File: src/rtl/vram_port_arbiter.sv
// rtl/vram_port_arbiter.sv - single-port VRAM arbiter between CPU data port and display fetcher
module vram_port_arbiter #(
    parameter int ADDR_W     = 32,
    parameter int DATA_W     = 32,
    parameter int RD_LATENCY = 1,
    parameter int STARVE_MAX = 4
) (
    input  logic              clk,
    input  logic              rst,
    input  logic              cpu_req,
    input  logic              cpu_wen,
    input  logic [ADDR_W-1:0] cpu_addr,
    input  logic [DATA_W-1:0] cpu_wdata,
    output logic [DATA_W-1:0] cpu_rdata,
    output logic              cpu_ack,
    input  logic              vga_req,
    input  logic [ADDR_W-1:0] vga_addr,
    output logic [DATA_W-1:0] vga_rdata,
    output logic              vga_valid,
    output logic [ADDR_W-1:0] ram_addr,
    output logic [DATA_W-1:0] ram_wdata,
    output logic              ram_wen,
    output logic              ram_ren,
    input  logic [DATA_W-1:0] ram_rdata,
    output logic              owner
);

    localparam int WCNT_W = (RD_LATENCY > 1) ? $clog2(RD_LATENCY) : 1;
    localparam int SCNT_W = $clog2(STARVE_MAX + 1);
    localparam logic [WCNT_W-1:0] WCNT_LAST = WCNT_W'(RD_LATENCY - 1);
    localparam logic [SCNT_W-1:0] SCNT_MAX  = SCNT_W'(STARVE_MAX);

    typedef enum logic [1:0] {
        ST_IDLE   = 2'd0,
        ST_ACCESS = 2'd1,
        ST_WAIT   = 2'd2,
        ST_RESP   = 2'd3
    } state_t;

    state_t            state_q,     state_d;
    logic [ADDR_W-1:0] addr_q,      addr_d;
    logic [DATA_W-1:0] wdata_q,     wdata_d;
    logic              wen_q,       wen_d;
    logic              owner_q,     owner_d;
    logic [SCNT_W-1:0] starve_q,    starve_d;
    logic [WCNT_W-1:0] wcnt_q,      wcnt_d;
    logic [DATA_W-1:0] cpu_rdata_q, cpu_rdata_d;
    logic [DATA_W-1:0] vga_rdata_q, vga_rdata_d;

    logic grant_vga;

    // Display wins unless the CPU has waited through STARVE_MAX display grants.
    assign grant_vga = vga_req && (!cpu_req || (starve_q < SCNT_MAX));

    // State and datapath registers; reset discards any access in flight.
    always_ff @(posedge clk or posedge rst) begin
        if (rst) begin
            state_q     <= ST_IDLE;
            addr_q      <= '0;
            wdata_q     <= '0;
            wen_q       <= 1'b0;
            owner_q     <= 1'b0;
            starve_q    <= '0;
            wcnt_q      <= '0;
            cpu_rdata_q <= '0;
            vga_rdata_q <= '0;
        end else begin
            state_q     <= state_d;
            addr_q      <= addr_d;
            wdata_q     <= wdata_d;
            wen_q       <= wen_d;
            owner_q     <= owner_d;
            starve_q    <= starve_d;
            wcnt_q      <= wcnt_d;
            cpu_rdata_q <= cpu_rdata_d;
            vga_rdata_q <= vga_rdata_d;
        end
    end

    // Next-state logic: requests are sampled only in IDLE, everything else runs to completion.
    always_comb begin
        state_d     = state_q;
        addr_d      = addr_q;
        wdata_d     = wdata_q;
        wen_d       = wen_q;
        owner_d     = owner_q;
        starve_d    = starve_q;
        wcnt_d      = wcnt_q;
        cpu_rdata_d = cpu_rdata_q;
        vga_rdata_d = vga_rdata_q;

        case (state_q)
            ST_IDLE: begin
                if (vga_req || cpu_req) begin
                    state_d = ST_ACCESS;
                    if (grant_vga) begin
                        addr_d  = vga_addr;
                        wen_d   = 1'b0;
                        owner_d = 1'b1;
                        if (!cpu_req) begin
                            starve_d = '0;
                        end else if (starve_q != SCNT_MAX) begin
                            starve_d = starve_q + 1'b1;
                        end
                    end else begin
                        addr_d   = cpu_addr;
                        wdata_d  = cpu_wdata;
                        wen_d    = cpu_wen;
                        owner_d  = 1'b0;
                        starve_d = '0;
                    end
                end
            end
            ST_ACCESS: begin
                wcnt_d  = '0;
                state_d = wen_q ? ST_RESP : ST_WAIT;
            end
            ST_WAIT: begin
                if (wcnt_q == WCNT_LAST) begin
                    state_d = ST_RESP;
                    if (owner_q) begin
                        vga_rdata_d = ram_rdata;
                    end else begin
                        cpu_rdata_d = ram_rdata;
                    end
                end else begin
                    wcnt_d = wcnt_q + 1'b1;
                end
            end
            ST_RESP: begin
                state_d = ST_IDLE;
            end
            default: begin
                state_d = ST_IDLE;
            end
        endcase
    end

    assign ram_addr  = addr_q;
    assign ram_wdata = wdata_q;
    assign ram_wen   = (state_q == ST_ACCESS) &&  wen_q;
    assign ram_ren   = (state_q == ST_ACCESS) && !wen_q;
    assign cpu_ack   = (state_q == ST_RESP)   && !owner_q;
    assign vga_valid = (state_q == ST_RESP)   &&  owner_q;
    assign cpu_rdata = cpu_rdata_q;
    assign vga_rdata = vga_rdata_q;
    assign owner     = owner_q;

endmodule

File: config.mk
export PLATFORM = sky130hd
export DESIGN_NAME = vram_port_arbiter
export DESIGN_NICKNAME = d
export VERILOG_FILES = /design/src/rtl/vram_port_arbiter.sv
export SDC_FILE = /design/constraint.sdc
export NUM_CORES = 1
export LEC_CHECK = 0
export CORE_MARGIN = 4
export CORE_UTILIZATION = 36
export DETAILED_ROUTE_END_ITERATION = 8
export GPL_ROUTABILITY_DRIVEN = 0
export HOLD_SLACK_MARGIN = 0.1
export PLACE_DENSITY_LB_ADDON = 0.1
export SLEW_MARGIN = 20
export SYNTH_ARGS = -nofsm -noshare
export SYNTH_HDL_FRONTEND = slang
export SYNTH_SLANG_ARGS = --single-unit
File: constraint.sdc
create_clock -name clk -period 5.05 [get_ports clk]
set_clock_uncertainty 0.15 [all_clocks]
set_input_delay 1.515 -clock clk [delete_from_list [all_inputs] [get_ports clk]]
set_output_delay 1.515 -clock clk [all_outputs]
set_load 0.05 [all_outputs]
== Word-level counts from Yosys, hierarchy flattened ==
Cells that the tools add are included.
W data, S select, Z words.
Storage, ports and cells
  bits in registers: 136
Cells by class
  add/subtract/negate cells: 2
  $lt $le $gt $ge: 1
  equality and inequality tests: 7
  mux-type cells: 12
  bitwise operators: 3
  reduce and logical (&&, ||, !) cells: 18
Operators with widths (count)
  $mux W32: 1
  $reduce_and A3 Y1: 4
  $mux W3: 3
  $pmux W2 S4: 1
  $logic_and A1 B1 Y1: 5
  $eq A2 B2 Y1 const B: 2
  $mux W1: 4
  $mux W2: 2
  $ne A2 B2 Y1 const B: 2
  $reduce_and A2 Y1: 2
  $add A3 B1 Y3 const B: 1
  $logic_not A1 Y1: 3
  $lt A3 B3 Y1 const B: 1
  $ne A3 B2 Y1 const B: 1
  $ne A3 B3 Y1 const B: 1
  $not A1 Y1: 3
  $eq A2 B1 Y1 const B: 1
  $logic_not A2 Y1: 1
  $logic_or A1 B1 Y1: 2
  $pmux W1 S2: 1
  $reduce_bool A2 Y1: 1
  $add A1 B1 Y1 const B: 1

== Longest topological paths before layout ==
Gate-level depths: netlist (run 1).
  depth in word-level cells: 5
  depth in mapped cells: 7

== Worst setup path after synthesis (run 1) ==
OpenSTA, ideal clock, no wires.
  kind: reg-to-output
  from: register owner_q (netlist: owner)
  to: output cpu_ack
  data arrival time: 1.355 ns
  slack: 2.030 ns
  stages on the path, launching flop included: 2
  path buffers: 0
  cells stage by stage: dfrtp_1 nor2b_1
Between the ends
  cells in the longest elaborated chain, start to end: 2
Ends and longest elaborated chain
  start, declared: RTL line 44  | logic owner_q, owner_d;
  start signal, assigned: RTL line 72  | owner_q <= owner_d;
  $logic_not A1 Y1: RTL line 143  | assign cpu_ack = (state_q == ST_RESP) && !owner_q;
  $logic_and A1 B1 Y1: RTL line 143
  end, declared: RTL line 15  | output logic cpu_ack,
Every way passes these cells.

== Worst setup path after layout (run 1) ==
  from: register state_q[1]
  to: output ram_wen
Between the ends
  cells in the longest elaborated chain, start to end: 2
Ends and longest elaborated chain
  start, declared: RTL line 40  | state_t state_q, state_d;
  start signal, assigned: RTL line 68  | state_q <= state_d;
  $eq A2 B1 Y1: RTL line 141  | assign ram_wen = (state_q == ST_ACCESS) && wen_q;
  $logic_and A1 B1 Y1: RTL line 141
  end, declared: RTL line 22  | output logic ram_wen,
Every way passes these cells.

==> results.ini, run 1 <==
[floorplanning]
dieHeight_um = 130.2
die_w_um = 130.2
core-area_um2 = 14590
start_util_pct = 36.84
pin_count = 266
dieArea_um2 = 16950
rows = 44

[synthesis]
ys_warn_count = 0
yosys-top-cells-count = dfrtp_1, mux2_2, and2_1
yosysMostFrequentCell = dfrtp_1
synth_cell_types = 21
async_reset_ff_share_pct = 100.0
yosysTopAreaCell = dfrtp_1
syn_avg_cell_area_um2 = 15.35
synth-edff-count = 0
ys_seq_area_share_pct = 62.86
yosysTopAreaCellShare_pct = 62.86
synth_flop_cell = dfrtp_1
synth_area_um2 = 5374
synth_area_leaders = dfrtp_1, mux2_2, a221o_1, mux2_1, and2_1
synthCells = 350
ys_ff_latch = 135
syn_nets = 490

[critical_path]
end_kind = primary output
path_buf_inv = 2
critPathKind = flop to primary output
worstSetupStartpoint = state_q[1]$_DFFE_PP0P_
cp.arrival_ns = 2.12
worstSetupStartpointType = flop
path_max_fanout = 5
reg2reg_from = state_q[0]$_DFFE_PP0P_
crit_chain = inv_1 > ha_1 > and2_1 > clkdlybuf4s50_1
slowest_delay_ns = 0.86
cp_data_required_time_ns = 3.39
critPathTopFamily = buffers and inverters
slowest_stage = clkdlybuf4s50_1

[cells_and_area]
register_area_um2 = 3378
multi_input_area_um2 = 1862
nets = 760
diodes = 0
drive_above_1_share_pct = 17.78
fin_cells = 814
n_fill_cell = 1144
syn2layout_area_growth_pct = 62.33

[drt]
vias = 3991
via_per_inst = 4.903
totalWireLength_mm = 14.78
drc = 0
drt_iter0_markers = 253
wire_per_inst_um = 18.16
drtPass1Iterations = 4
ant_nets = 0

[clock_network]
post_cts_buffers = 0
cts_resized = 0
clock_latency_ns = 0.41
clock-sinks = 135
cts-root-buf = clkbuf_16
clockBufferDepth = 2
ctsHoldBuffers = 0
cts-buffers-inserted = 17
clk_pin_slew_ns = 0.05
htreeDepth = 4
cts_tree = yes

[worst_hold_path]
hold_start = ram_wdata[12]$_DFFE_PP0P_
min_path_type = flop to flop

[global_routing]
grt_pass1_wl_mm = 22.75
grt_pass1_vias = 4405
antenna_found_initial = 0
grt_max_degree = 68
grt.total_usage_pct = 17.61
grt-ovfl-total = 0

[timing]
report.final.slew_viol_count = 0
period_share_pct = 74.89
setup_viol = 0
setup_ws_ns = 1.268
fmax_mhz = 264.4
timing.slew.headroom_pct = 33.20
final-hold-violation-count = 0
period_minus_slack_ns = 3.782
hold_ws_ns = 0.3353
rsz0062_at_grt = false
worst_pin_slew_ns = 0.9998
fin_tns_setup_ns = 0

[place]
dp_cells = 785
dp_hpwl_mm = 10.92
place_ws_ns = 1.259
portBuffers = 265

[power_and_ir_drop]
leakagePower_nw = 3.649
ir_drop_mv = 0.4539
powerDensity_nw_per_um2 = 821.0

[job]
cap_violations = 0

[status]
status = finished, final reports clean

[per-layer routing]
layer	vias up	part of all wire (%)	global-route usage (%)
met5	-	0	0
met4	0	2.8	7.518
met3	28	11	8.187
met2	200	48	28.39
met1	1955	39	20.18
li1	1808	-	-
[final timing paths]
kind / to / slack, ns / cells past startpoint
setup reg to reg: ram_wdata[29]$_DFFE_PP0P_ / 2.70 / 6
max in group asynchronous: ram_addr[24]$_DFFE_PP0P_ / 2.39 / 3
hold / removal: ram_wdata[12]$_DFFE_PP0P_ / 0.34 / 1
min in group asynchronous: ram_wdata[0]$_DFFE_PP0P_ / 1.40 / 2
setup / recovery: ram_wen / 1.27 / 4
hold reg to reg: ram_wdata[12]$_DFFE_PP0P_ / 0.34 / 1
[logic make-up after synthesis]
| logic type | synth area share (%) |
|---|---|
| AOI/OAI and AO/OA | 7.381 |
| muxes | 20.33 |
| adders and majority gates | 1.630 |
| DFF | 62.86 |
| and+or+nand+nor | 5.029 |
| buffers and inverters | 2.771 |
[registers in the layout (all words and copies together), names as in the netlist]
name       cells
cpu_rdata     32
ram_addr      32
ram_wdata     32
vga_rdata     32
starve_q       3
state_q        2
owner          1
wen_q          1
[power breakdown]
part | internal [mW] | switching (mW) | total [mW]
clock | 0.654 | 0.411 | 1.07
combinational | 1.57 | 2.62 | 4.19
sequential | 1.63 | 0.278 | 1.91
[through the flow]
| step | instance area, µm² | util (%) | power, mW |
|---|---|---|---|
| 2_1_floorplan | 5378 | - | 4.681 |
| 3_3_place_gp | 8215 | 56.31 | 6.079 |
| 3_5_place_dp | 8215 | 56.31 | 6.150 |
| 4_1_cts | 8723 | 59.79 | 7.249 |
| 5_1_grt | 8723 | 59.79 | 7.506 |
| 6_report | 8723 | 59.79 | 7.162 |
[worst reg2reg max path: cells and delay by family, from the launching register on]
family / cells / cell delay (ns)
flops: 1 / 0.42
simple gates: 2 / 0.59
fa+ha+maj: 1 / 0.24
buf+inv: 2 / 0.44
mux: 1 / 0.40
[cell usage in the layout (no fill, tap or decap)]
master           instances
a21o_1                   1
a21oi_4                  1
a221o_1                 32
a22o_1                   1
a32o_1                   2
and2_1                  34
buf_12                   2
buf_4                    4
clkbuf_1                 5
clkbuf_16               17
clkbuf_8                 3
clkdlybuf4s50_1        265
clkinv_2                 3
clkinvlp_4               2
dfrtp_1                135
ha_1                     7
inv_1                    4
mux2_1                  19
mux2_2                  78
nand2_1                  4
nand2b_1                 2
nor2_1                   1
nor2b_1                  2
nor2b_4                  1
nor3b_1                  1
o21ai_2                  1
o31ai_1                  3
[cell type report]
class	count	area share [%]
sequential	135	38.73
timing repair buffer	271	31.21
multi-input combinational	190	21.34
clock buffer	25	5.565
tap	184	2.639
clock inverter	4	0.2582
inverter	5	0.2582
No activity file was read; power rests on OpenSTA's default activity.
==> run 2, diff against run 1 <==
--- a/config.mk
+++ b/config.mk
@@ -6,7 +6,7 @@
 export NUM_CORES = 1
 export LEC_CHECK = 0
 export CORE_MARGIN = 4
-export CORE_UTILIZATION = 36
+export CORE_UTILIZATION = 40
 export DETAILED_ROUTE_END_ITERATION = 8
 export GPL_ROUTABILITY_DRIVEN = 0
 export HOLD_SLACK_MARGIN = 0.1
==> constraint.sdc (replaced) <==
create_clock -name clk -period 3.95 [get_ports clk]
set_clock_uncertainty 0.15 [all_clocks]
set_input_delay 1.185 -clock clk [delete_from_list [all_inputs] [get_ports clk]]
set_output_delay 1.185 -clock clk [all_outputs]
set_load 0.05 [all_outputs]
==> run 2 against run 1 <==
  * Sequential power grew 27%
  * Via count grew 0.88%
  * Count of clock-buffer cells in the layout shrank 5
  * Final area grew 1.5%
  * Wire length grew 0.41%
  * Largest cell class unchanged
  * Worst hold slack lost 0.00072 ns
==> results.ini, run 2 (synthesized netlist as in run 1, its figures left out) <==
[status]
status = finished, final reports clean

[clock_network]
cts-root-buf = clkbuf_16
clock_latency_ns = 0.40  ; about the same
clockBufferDepth = 2  ; unchanged
cts_resized = 0  ; unchanged
post_cts_buffers = 0  ; unchanged
cts-buffers-inserted = 17  ; unchanged
htreeDepth = 4  ; unchanged
cts_tree = yes
clk_pin_slew_ns = 0.06  ; about the same
clock-sinks = 135  ; unchanged
ctsHoldBuffers = 0  ; unchanged

[worst_hold_path]
hold_start = ram_wdata[16]$_DFFE_PP0P_
min_path_type = flop to flop

[floorplanning]
dieArea_um2 = 15350  ; -9.4%
die_w_um = 123.9  ; -4.8%
dieHeight_um = 123.9  ; -4.8%
core-area_um2 = 13190  ; -9.6%
pin_count = 266  ; unchanged
rows = 42  ; -4.5%
start_util_pct = 40.74  ; +3.9 points

[timing]
worst_pin_slew_ns = 0.8860  ; -0.1138 ns
fin_tns_setup_ns = 0  ; unchanged
report.final.slew_viol_count = 0  ; unchanged
fmax_mhz = 290.5
setup_ws_ns = 0.5073  ; -0.7610 ns
rsz0062_at_grt = false
final-hold-violation-count = 0  ; unchanged
timing.slew.headroom_pct = 40.93  ; +7.7 points
period_minus_slack_ns = 3.443
period_share_pct = 87.16
setup_viol = 0  ; unchanged
hold_ws_ns = 0.3346  ; -0.0007230 ns

[global_routing]
grt_pass1_vias = 4393  ; -0.27%
antenna_found_initial = 0  ; unchanged
grt.total_usage_pct = 19.39  ; +1.8 points
grt_pass1_wl_mm = 22.49  ; -1.2%
grt-ovfl-total = 0  ; unchanged
grt_max_degree = 50  ; -26%

[cells_and_area]
nets = 764  ; +0.53%
diodes = 0  ; unchanged
postLayoutCoreUtil_pct = 67.14  ; +7.3 points
syn2layout_area_growth_pct = 64.80
layout_commonest_cell = clkdlybuf4s50_1
drive_above_1_share_pct = 19.31  ; +1.5 points
n_fill_cell = 994  ; -13%
final_cell_mix = clkdlybuf4s50_1, dfrtp_1, mux2_2

[power_and_ir_drop]
leakagePower_nw = 3.721  ; +2.0%
ir_drop_mv = 0.5319  ; +17%
p_total_mw = 9.424  ; +32%
powerDensity_nw_per_um2 = 1064  ; +30%

[critical_path]
path_max_fanout = 5  ; unchanged
end_kind = primary output
worstSetupStartpoint = state_q[1]$_DFFE_PP0P_
critPathKind = flop to primary output
reg2reg_from = state_q[0]$_DFFE_PP0P_
cp.arrival_ns = 2.11  ; about the same
rrSetupSlack_ns = 1.50  ; -1.20 ns
cp_data_required_time_ns = 2.61  ; -0.78 ns
worstSetupStartpointType = flop

[place]
dp_hpwl_mm = 11.05  ; +1.3%
place_ws_ns = 0.8435  ; -0.4152 ns
portBuffers = 265  ; unchanged

[job]
cap_violations = 0  ; unchanged

[drt]
drt_iter0_markers = 224  ; -11%
drtPass1Iterations = 4  ; unchanged
vias = 4026  ; +0.88%
via_per_inst = 4.952  ; +1.0%
ant_nets = 0  ; unchanged
drc = 0  ; unchanged
wire_per_inst_um = 18.26  ; +0.54%
totalWireLength_mm = 14.84  ; +0.41%

## run 2: cell types whose count changed in the layout (fill, tap and decap cells not counted), sizes merged
cell / delta
buf: +4
bufinv: +3
clkbuf: -5
clkinv: +4
clkinvlp: +1
## run 2: critical path: stages, from the launching register on
cell and delay [ns]:
dfrtp_1 0.42, inv_1 0.13, ha_1 0.16, and2_1 0.15
clkdlybuf4s50_1 0.84
## run 2: layout make-up
class / instances / area [µm²] / share of cell area, %
Inverter: 5 / 22.52 / 0.2543
Timing Repair Buffer: 275 / 2765 / 31.22
Clock inverter: 12 / 151.4 / 1.710
Multi-Input combinational cell: 190 / 1862 / 21.02
Tap cell: 176 / 220.2 / 2.487
Sequential cell: 135 / 3378 / 38.15
Clock buffer: 20 / 456.7 / 5.157
## run 2: final timing paths
| check | endpoint | depth (start not counted) |
|---|---|---|
| worst min-delay path | ram_wdata[16]$_DFFE_PP0P_ | 1 |
| worst min register to register | ram_wdata[16]$_DFFE_PP0P_ | 1 |
| worst max-delay path | ram_wen | 4 |
| worst max register to register | cpu_rdata[1]$_DFFE_PP0P_ | 5 |
| max in group asynchronous | vga_rdata[17]$_DFFE_PP0P_ | 3 |
| min in group asynchronous | ram_wdata[13]$_DFFE_PP0P_ | 2 |
## run 2: through the flow
stage / cell area, µm² / cells
6_report: 8856 / 813
5_1_grt: 8856 / 813
4_1_cts: 8856 / 813
3_5_place_dp: 8248 / 781
3_3_place_gp: 8248 / 781
2_1_floorplan: 5378 / 350
## run 2: power breakdown
group	leakage, nW	switching (mW)	internal, mW
clock network	0.296	0.585	1.02
logic	1.81	3.35	2.03
registers	1.62	0.351	2.08
total	3.72	4.29	5.13
## run 2: metal layers
metal  track usage [%]  vias to the layer above  share of wire [%]
met5                 0                        -                  0
met4             7.940                        0                1.9
met3             7.357                       22                9.6
met2             32.44                      177                 50
met1             22.43                     2001                 38
li1                  -                     1826                  -
